File: src/rtl/uart_tx_engine.sv
// uart_tx_engine: transmit half of a 16550-style UART.
// Bytes written to the holding register (or the DEPTH-entry FIFO) are
// serialized on SOUT with start, data, parity and stop framing. Bit timing
// comes from a 16x baud tick.
// Ports:
//   clk, reset             clock and synchronous active-high reset
//   ThrWrite, TxData       one-cycle byte write into holding register/FIFO
//   BaudTick               16x baud-rate enable pulse
//   FifoEn, TxFifoClr      FCR[0] FIFO mode, FCR[2] FIFO clear strobe
//   Wls, Stb, Pen, Eps, Sp LCR frame format
//   Bc                     LCR[6] break (forces the line low)
//   Loop                   MCR[4] loopback (SOUT held high)
//   SOUT, SerialLoop       serial pin and internal loopback stream
//   THRE, TEMT, TXRDYb     transmitter status
module uart_tx_engine #(
   parameter int unsigned DEPTH = 16
) (
   input  logic       clk,
   input  logic       reset,
   input  logic       ThrWrite,
   input  logic [7:0] TxData,
   input  logic       BaudTick,
   input  logic       FifoEn,
   input  logic       TxFifoClr,
   input  logic [1:0] Wls,
   input  logic       Stb,
   input  logic       Pen,
   input  logic       Eps,
   input  logic       Sp,
   input  logic       Bc,
   input  logic       Loop,
   output logic       SOUT,
   output logic       SerialLoop,
   output logic       THRE,
   output logic       TEMT,
   output logic       TXRDYb
);

   localparam int unsigned PW = (DEPTH > 1) ? $clog2(DEPTH) : 1;

   localparam logic [2:0] IDLE   = 3'd0;
   localparam logic [2:0] START  = 3'd1;
   localparam logic [2:0] DATA   = 3'd2;
   localparam logic [2:0] PARITY = 3'd3;
   localparam logic [2:0] STOP   = 3'd4;

   // Parity of the first Wls+5 bits of a byte under the given LCR settings.
   function automatic logic calc_parity(input logic [7:0] d, input logic [1:0] wls,
                                        input logic eps, input logic sp);
      logic x;
      x = 1'b0;
      for (int i = 0; i < 8; i++) begin
         if (i < (int'(wls) + 5)) x = x ^ d[i];
      end
      if (sp) return ~eps;
      return eps ? x : ~x;
   endfunction

   // Storage registers
   logic [7:0]    mem [DEPTH];
   logic [PW-1:0] wr_ptr, rd_ptr, cnt;
   logic          full;
   logic          fifo_en_q;

   // Serializer registers
   logic [2:0] state;
   logic [3:0] tick_cnt;
   logic [2:0] bit_cnt;
   logic [7:0] shift;
   logic [1:0] f_wls;
   logic       f_stb, f_pen, f_par;
   logic       line;

   // Next-state values
   logic [PW-1:0] wr_ptr_n, rd_ptr_n, cnt_n;
   logic          full_n, empty, empty_n, stor_full, clr, push, pop, load;
   logic [2:0]    state_n;
   logic [3:0]    tick_n;
   logic [2:0]    bit_n;
   logic [7:0]    shift_n, head;
   logic [1:0]    f_wls_n;
   logic          f_stb_n, f_pen_n, f_par_n, line_n;
   logic          last_bit, stop_end;
   logic          sout_n, loop_n, thre_n, temt_n, txrdy_n;

   assign empty     = (cnt == '0) && !full;
   assign stor_full = FifoEn ? full : (cnt != '0);
   // A change of FIFO mode flushes storage just like an explicit clear.
   assign clr       = TxFifoClr || (FifoEn != fifo_en_q);
   assign head      = mem[rd_ptr];

   // Frame sequencer: next state, bit timing and line value.
   always_comb begin
      state_n  = state;
      tick_n   = tick_cnt;
      bit_n    = bit_cnt;
      shift_n  = shift;
      f_wls_n  = f_wls;
      f_stb_n  = f_stb;
      f_pen_n  = f_pen;
      f_par_n  = f_par;
      line_n   = line;
      pop      = 1'b0;
      load     = 1'b0;
      last_bit = (bit_cnt == (3'(f_wls) + 3'd4));
      // bit_cnt counts whole 16-tick periods inside the stop bit(s).
      stop_end = (!f_stb && (tick_cnt == 4'd15)) ||
                 (f_stb && (f_wls == 2'd0) && (bit_cnt == 3'd1) && (tick_cnt == 4'd7)) ||
                 (f_stb && (f_wls != 2'd0) && (bit_cnt == 3'd1) && (tick_cnt == 4'd15));
      case (state)
         IDLE: begin
            if (BaudTick && !empty) load = 1'b1;
         end
         START: begin
            if (BaudTick) begin
               tick_n = tick_cnt + 4'd1;
               if (tick_cnt == 4'd15) begin
                  state_n = DATA;
                  bit_n   = 3'd0;
                  line_n  = shift[0];
               end
            end
         end
         DATA: begin
            if (BaudTick) begin
               tick_n = tick_cnt + 4'd1;
               if (tick_cnt == 4'd15) begin
                  if (last_bit) begin
                     if (f_pen) begin
                        state_n = PARITY;
                        line_n  = f_par;
                     end else begin
                        state_n = STOP;
                        bit_n   = 3'd0;
                        line_n  = 1'b1;
                     end
                  end else begin
                     bit_n   = bit_cnt + 3'd1;
                     shift_n = {1'b0, shift[7:1]};
                     line_n  = shift[1];
                  end
               end
            end
         end
         PARITY: begin
            if (BaudTick) begin
               tick_n = tick_cnt + 4'd1;
               if (tick_cnt == 4'd15) begin
                  state_n = STOP;
                  bit_n   = 3'd0;
                  line_n  = 1'b1;
               end
            end
         end
         STOP: begin
            if (BaudTick) begin
               tick_n = tick_cnt + 4'd1;
               if (tick_cnt == 4'd15) bit_n = bit_cnt + 3'd1;
               if (stop_end) begin
                  if (!empty) begin
                     load = 1'b1;
                  end else begin
                     state_n = IDLE;
                     tick_n  = 4'd0;
                     bit_n   = 3'd0;
                     line_n  = 1'b1;
                  end
               end
            end
         end
         default: begin
            state_n = IDLE;
            tick_n  = 4'd0;
            bit_n   = 3'd0;
            line_n  = 1'b1;
         end
      endcase
      // Pop the head byte and freeze the frame format for this frame.
      if (load) begin
         pop     = 1'b1;
         state_n = START;
         tick_n  = 4'd0;
         bit_n   = 3'd0;
         line_n  = 1'b0;
         shift_n = head;
         f_wls_n = Wls;
         f_stb_n = Stb;
         f_pen_n = Pen;
         f_par_n = calc_parity(head, Wls, Eps, Sp);
      end
   end

   // Storage bookkeeping and status next values.
   always_comb begin
      wr_ptr_n = wr_ptr;
      rd_ptr_n = rd_ptr;
      cnt_n    = cnt;
      full_n   = full;
      push     = ThrWrite && (!stor_full || pop) && !clr;
      if (clr) begin
         wr_ptr_n = '0;
         rd_ptr_n = '0;
         cnt_n    = '0;
         full_n   = 1'b0;
      end else begin
         if (push) wr_ptr_n = wr_ptr + PW'(1);
         if (pop)  rd_ptr_n = rd_ptr + PW'(1);
         if (push && !pop) begin
            // Count wraps to zero on reaching DEPTH; the full flag disambiguates.
            if (FifoEn && (cnt == PW'(DEPTH - 1))) begin
               full_n = 1'b1;
               cnt_n  = '0;
            end else begin
               cnt_n = cnt + PW'(1);
            end
         end else if (pop && !push) begin
            cnt_n  = cnt - PW'(1);
            full_n = 1'b0;
         end
      end
      empty_n = (cnt_n == '0) && !full_n;
      thre_n  = empty_n;
      temt_n  = empty_n && (state_n == IDLE);
      if (!FifoEn)      txrdy_n = ~empty_n;
      else if (full_n)  txrdy_n = 1'b1;
      else if (empty_n) txrdy_n = 1'b0;
      else              txrdy_n = TXRDYb;
      sout_n = Loop ? 1'b1 : (Bc ? 1'b0 : line_n);
      loop_n = Bc ? 1'b0 : line_n;
   end

   // State and output registers.
   always_ff @(posedge clk) begin
      if (reset) begin
         wr_ptr     <= '0;
         rd_ptr     <= '0;
         cnt        <= '0;
         full       <= 1'b0;
         fifo_en_q  <= FifoEn;
         state      <= IDLE;
         tick_cnt   <= 4'd0;
         bit_cnt    <= 3'd0;
         shift      <= 8'd0;
         f_wls      <= 2'd0;
         f_stb      <= 1'b0;
         f_pen      <= 1'b0;
         f_par      <= 1'b0;
         line       <= 1'b1;
         SOUT       <= 1'b1;
         SerialLoop <= 1'b1;
         THRE       <= 1'b1;
         TEMT       <= 1'b1;
         TXRDYb     <= 1'b0;
      end else begin
         wr_ptr     <= wr_ptr_n;
         rd_ptr     <= rd_ptr_n;
         cnt        <= cnt_n;
         full       <= full_n;
         fifo_en_q  <= FifoEn;
         state      <= state_n;
         tick_cnt   <= tick_n;
         bit_cnt    <= bit_n;
         shift      <= shift_n;
         f_wls      <= f_wls_n;
         f_stb      <= f_stb_n;
         f_pen      <= f_pen_n;
         f_par      <= f_par_n;
         line       <= line_n;
         SOUT       <= sout_n;
         SerialLoop <= loop_n;
         THRE       <= thre_n;
         TEMT       <= temt_n;
         TXRDYb     <= txrdy_n;
      end
   end

   // FIFO storage array (no reset needed; validity tracked by pointers).
   always_ff @(posedge clk) begin
      if (!reset && push) mem[wr_ptr] <= TxData;
   end

endmodule

File: config.mk
export PLATFORM = sky130hd
export DESIGN_NAME = uart_tx_engine
export DESIGN_NICKNAME = d
export VERILOG_FILES = /design/src/rtl/uart_tx_engine.sv
export SDC_FILE = /design/constraint.sdc
export NUM_CORES = 1
export LEC_CHECK = 0
export CAP_MARGIN = 10
export CORE_UTILIZATION = 60
export DETAILED_ROUTE_END_ITERATION = 7
export GPL_TIMING_DRIVEN = 0
export PLACE_DENSITY_LB_ADDON = 0.08
export REMOVE_ABC_BUFFERS = 1
export SYNTH_ARGS = -nofsm -noshare
export SYNTH_HDL_FRONTEND = slang
export SYNTH_SLANG_ARGS = --single-unit
File: constraint.sdc
create_clock -name clk -period 4.5 [get_ports clk]
set_input_delay 0.675 -clock clk [delete_from_list [all_inputs] [get_ports clk]]
set_output_delay 0.675 -clock clk [all_outputs]
set_load 0.005 [all_outputs]
Yosys cells after proc, flatten, opt, wreduce, memory -nomap -nowiden
Memories as Yosys holds them, arrays and structs flattened. A register that Yosys moved wholly into a read port is not among the register bits.
Index checks and enable logic that the tools add are counted.
{"block": "op_classes", "addsub": 8, "n_lt_le_gt_ge": 8, "n_eq_ne": 19, "mux": 91, "bitwise": 11, "n_reduce_logical": 48}
{"operator": "< comparator 4 x 32 -> 1 bit, first input constant", "n": 3}
{"operator": "two-way mux 3 bit", "n": 22}
{"operator": "< comparator 3 x 32 -> 1 bit, first input constant", "n": 2}
{"operator": "two-way mux 1 bit", "n": 49}
{"operator": "two-way mux 4 bit", "n": 10}
{"operator": "two-way mux 8 bit", "n": 5}
{"operator": "< comparator 1 x 32 -> 1 bit, first input constant", "n": 1}
{"operator": "< comparator 2 x 32 -> 1 bit, first input constant", "n": 1}
{"operator": "logical AND 1 bit", "n": 17}
{"operator": "adder 4 x 1 -> 4 bit, second input constant", "n": 4}
{"operator": "one-hot mux 3 bit (5 select lines)", "n": 1}
{"operator": "one-hot mux 3 bit (4 select lines)", "n": 1}
{"operator": "one-hot mux 4 bit (3 select lines)", "n": 1}
{"operator": "logical NOT 1 bit", "n": 9}
{"operator": "equality test 4 bit, second input constant", "n": 2}
{"operator": "logical NOT 4 bit", "n": 2}
{"operator": "inequality test 2 bit, second input constant", "n": 4}
{"operator": "nonzero test 2 bit", "n": 4}
{"operator": "OR reduction 2 bit", "n": 4}
{"operator": "AND reduction 7 bit", "n": 1}
{"operator": "bitwise XOR 1 bit", "n": 7}
{"operator": "equality test 3 x 1 -> 1 bit, second input constant", "n": 2}
{"operator": "equality test 3 x 2 -> 1 bit, second input constant", "n": 2}
{"operator": "logical NOT 3 bit", "n": 2}
{"operator": "other kinds (21)", "n": 29}
{"block": "word_totals", "ff_bits": 43, "ram_bits": 128, "out_inout_bits": 5, "memories": 1}
{"memory": "mem", "words": 16, "word_bits": 8, "read_ports": 1, "rd_ports_with_merged_regs": 1, "wr": 1, "line_no": "60", "text": "logic [7:0] mem [DEPTH];"}

Longest topological paths before layout
{"block": "logic_depth", "ltp_word": 34, "ltp_mapped": 11, "mapped_depth_nobuf": 10}

Worst setup path after synthesis
OpenSTA, ideal clock, no wires.
{"block": "synth_timing", "path_kind": "flip-flop to flip-flop", "startpoint": "register with a tool-made name", "endpoint": "register f_par", "setup_time_ns": 0.062, "t_arrival_ns": 2.766, "required_time_ns": 4.438, "slack_ns": 1.671, "path_stages_with_launch": 9, "n_path_buf": 1, "synth_period_minus_slack_ns": 2.829, "path_cell_list": "dfxtp_1 > buf_6 > mux4_2 > mux4_2 > xnor3_1 > xnor2_1 > a2111o_1 > a2111o_1 > nand3_1"}
{"element": "to (signal assigned)", "line_no": "267", "text": "f_par <= f_par_n;"}
{"element": "to (decl)", "line_no": "71", "text": "logic f_stb, f_pen, f_par;"}

Worst setup path after layout
{"block": "layout_timing", "startpoint": "register cnt[1]", "endpoint": "memory mem[3][6] (enable)"}
{"block": "layout_via", "elab_chain_cells": 13}
{"element": "from (decl)", "line_no": "61", "text": "logic [PW-1:0] wr_ptr, rd_ptr, cnt;"}
{"element": "from (signal assigned)", "line_no": "257", "text": "cnt <= cnt_n;"}
{"element": "logical NOT 4 bit", "line_no": "86", "text": "assign empty = (cnt == '0) && !full;"}
{"element": "logical AND 1 bit", "line_no": "86"}
{"element": "two-way mux 1 bit or logical NOT 1 bit (tied branches)"}
{"element": "two-way mux 1 bit or logical AND 1 bit (tied branches)", "line_no": "159, 112"}
{"element": "two-way mux 1 bit (on tied branches)", "line_no": "156, 112"}
{"element": "one-hot mux 1 bit (2 select lines)", "line_no": "110", "text": "case (state)"}
{"element": "two-way mux 1 bit", "line_no": "179", "text": "if (load) begin"}
{"element": "logical OR 1 bit (*)", "line_no": "199", "text": "push = ThrWrite && (!stor_full || pop) && !clr;"}
{"element": "logical AND 1 bit (*) (2 in series)", "line_no": "199"}
{"element": "logical AND 1 bit (*)", "line_no": "279", "text": "if (!reset && push) mem[wr_ptr] <= TxData;"}
{"element": "two-way mux 1 bit (*)", "line_no": "279"}
{"element": "two-way mux 1 bit (not written as such) (*)", "line_no": "279"}
{"element": "to (decl)", "line_no": "60"}
Every way passes the cells marked *; elsewhere a longest branch is shown, timed or not.

==> flow_summary.ini <==
[run_status]
status = finished, final reports clean

[min_path]
whs_path_depth = 2
hp-class = flip-flop to flip-flop
hold_end = f_stb
worstHoldStart = f_stb

[sta]
maxSlewViolCount = 0
worst_pin_slew_ns = 1.07
final.setup.worst_slack_ns = 0.509
fin_crit_ns = 3.99
period_share = 0.887
report.final.setup_viol = 0
fin_worst_skew_ns = 0.00965
rsz0062_at_grt = false
relSlewSlack = 0.286
timing.fmax_mhz = 251
hold_viol = 0

[cells_and_area]
area_delta_synth_final_pct = 13.0
antenna_cells = 0
final_core_util = 0.701
fillers = 860
drive_above_1_share = 0.141
layout_commonest_cell = edfxtp_1
nNetsFinal = 582
regArea_sq_um = 4790
final_cell_mix = edfxtp_1 (128), dfxtp_1 (45), nor2_1 (43)
multi_input_comb_area_sq_um = 2560

[drt]
avgRoutedWirePerCell_um = 19.5
drc = 0
postRouteAntennaNets = 0
vias = 4359
detail_route.iter0.violations = 399
via_per_inst = 5.97
firstDrtPassIters = 5
wirelength_um = 14200

[critical_path]
reg2reg_slack_ns = 0.51
crit_arrival_ns = 4.12
required_ns = 4.62
crit_path_max_fanout = 13
startpoint_type = flip-flop
reg2reg_depth = 10
r2r-start = cnt[1]
reg2reg_to = mem[3][6]
path_class = flip-flop to flip-flop
worstSetupEndpointType = flip-flop

[synth]
synthDistinctLibCells = 57
synth_cells = 524
async_flop_share = 0
yosysSeqAreaShare = 0.637
ys_ff_latch = 175
synth_area_sq_um = 7510
yosysWarnings = 0
synth_edf_count = 128
avgSynthCellArea_sq_um = 14.3
synth_flop_cell = edfxtp_1

[floorplan]
die_w_um = 114
rows = 40
fp.coreArea_sq_um = 12100
die-area_sq_um = 13000
start_util = 0.620
dieHeight_um = 114
io_pins = 27

[global_route]
grt_busiest_layer = met2
grt_max_degree = 32
antenna_found_initial = 0
grt_usage = 0.240
grt_pass1_vias = 4330
grt_pass1_wl_um = 22700
met1_usage = 0.303
grt_use_met2 = 0.407
use_met3 = 0.0590
overflow = 0

[place]
gp_congestion = 0.842
hpwl_um = 9440
pre_cts_ws_ns = 0.196
port_buffers = 26

[job]
maxCapViolations = 0

[pwr]
vdd_ir_drop_max_mv = 0.387
total_leakage_power_nw = 2.72
power.density_nw_per_um2 = 384

[clock_tree]
cts-root-buf = clkbuf_16
cts.clk_slew.worst_paths_ns = 0.07
numClockSinks = 175
cts_resized = 0
cts_inserted_buffers = 17
clock_latency_ns = 0.43
h-tree-depth = 4
cts_tree = done
postCtsHoldBufs = 0
cts_max_path_buffers = 2
post_cts_buffers = 0
-- cells in the mapped netlist (2+ instances only) --
cell,count,area share
ha_1,11,0.018
a21oi_1,18,0.012
or2_2,4,0.0033
nand4_1,3,0.0025
o211a_1,2,0.0027
a2111o_1,2,0.0030
or3_1,3,0.0025
nand3b_1,5,0.0050
mux2i_1,16,0.021
buf_6,2,0.0030
mux4_2,35,0.10
a21o_1,4,0.0040
xor2_1,4,0.0047
and3_1,6,0.0050
and2_1,5,0.0042
nor2b_1,4,0.0033
o31ai_1,4,0.0040
xnor2_1,12,0.014
nand2_1,31,0.015
o21a_1,5,0.0050
nand2b_1,7,0.0058
a22oi_1,5,0.0050
inv_1,14,0.0070
buf_2,5,0.0033
dfxtp_1,47,0.13
nor2_1,43,0.021
nor3_1,12,0.0080
nand3_1,16,0.011
a31oi_1,2,0.0017
clkbuf_1,16,0.0080
o211ai_1,2,0.0020
buf_1,2,0.0010
o22ai_1,4,0.0033
a2bb2oi_1,2,0.0023
o311ai_0,2,0.0023
or3b_2,2,0.0023
o21ai_0,10,0.0067
a211oi_1,11,0.011
edfxtp_1,128,0.51
-- area by class of cell --
class                   count  share of cell area
repair buffers             31              0.0357
clock buffers              17              0.0501
well taps                 168              0.0248
multi-input cells         310               0.301
clock inverters            15              0.0181
inverters                  14             0.00619
flip-flops and latches    175               0.564
-- metal layers --
layer  wire, um  up-vias
li1           -     2072
met4        306        0
met2       7190      124
met5          0        -
met3        592       30
met1       6110     2133
-- stage by stage --
step | TNS [ns] | cell area, sq um | power (mW) | std cells | hold WS (ns)
final | 0 | 8490 | 3.26 | 730 | 0.474
after detailed placement | 0 | 7910 | 1.88 | 698 | 0.473
after global routing | 0 | 8490 | 3.35 | 730 | 0.507
after CTS | 0 | 8490 | 3.29 | 730 | 0.482
after global placement | -2.77 | 7870 | 1.87 | 693 | 0.459
after floorplan | 0 | 7400 | 1.82 | 499 | 0.440
-- how the worst max path moves through the flow --
stage / start / end / slack [ns] / cells past startpoint
3_3_place_gp: BaudTick / mem[3][7] / -0.12 / 6
4_1_cts: cnt[1] / mem[3][6] / 0.49 / 10
3_5_place_dp: BaudTick / mem[1][7] / 0.20 / 7
6_report: cnt[1] / mem[3][6] / 0.51 / 10
5_1_grt: cnt[1] / mem[1][5] / 0.20 / 10
2_1_floorplan: flip-flop / f_par / 0.76 / 7
-- worst max-delay path, stage by stage, from the launching register on --
cell	delay [ns]
dfxtp_1	0.45
inv_1	0.10
ha_1	0.20
or3b_2	0.20
or2_2	0.15
nand3_1	0.22
nor2_1	0.85
o21a_1	0.39
nand3_1	0.24
nor3_1	0.57
buf_2	0.32
-- sequential cells by signal (all words and copies together), names as in the netlist, 2 cells and up, named ones only --
name	count
bit_cnt	3
cnt	4
f_wls	2
mem	128
rd_ptr	4
shift	8
state	3
tick_cnt	4
wr_ptr	4
-- kinds of logic after synthesis --
| logic type | after synthesis | synth area share |
|---|---|---|
| adder cells (fa/ha/maj) | 12 | 0.0197 |
| flip-flops | 175 | 0.637 |
| multiplexers | 51 | 0.126 |
| AND/OR/NAND/NOR | 143 | 0.0918 |
| XOR/XNOR | 17 | 0.0217 |
| buffers and inverters | 39 | 0.0223 |
| AO/OA/AOI/OAI | 87 | 0.0814 |
-- where the power goes --
part	total [mW]	leakage [nW]	internal [mW]	switching [mW]
Combinational	0.0991	0.916	0.0444	0.0547
Clock	1.42	0.277	0.778	0.640
Sequential	1.74	1.53	1.74	0.00470
(Power assumes the default switching activity.)
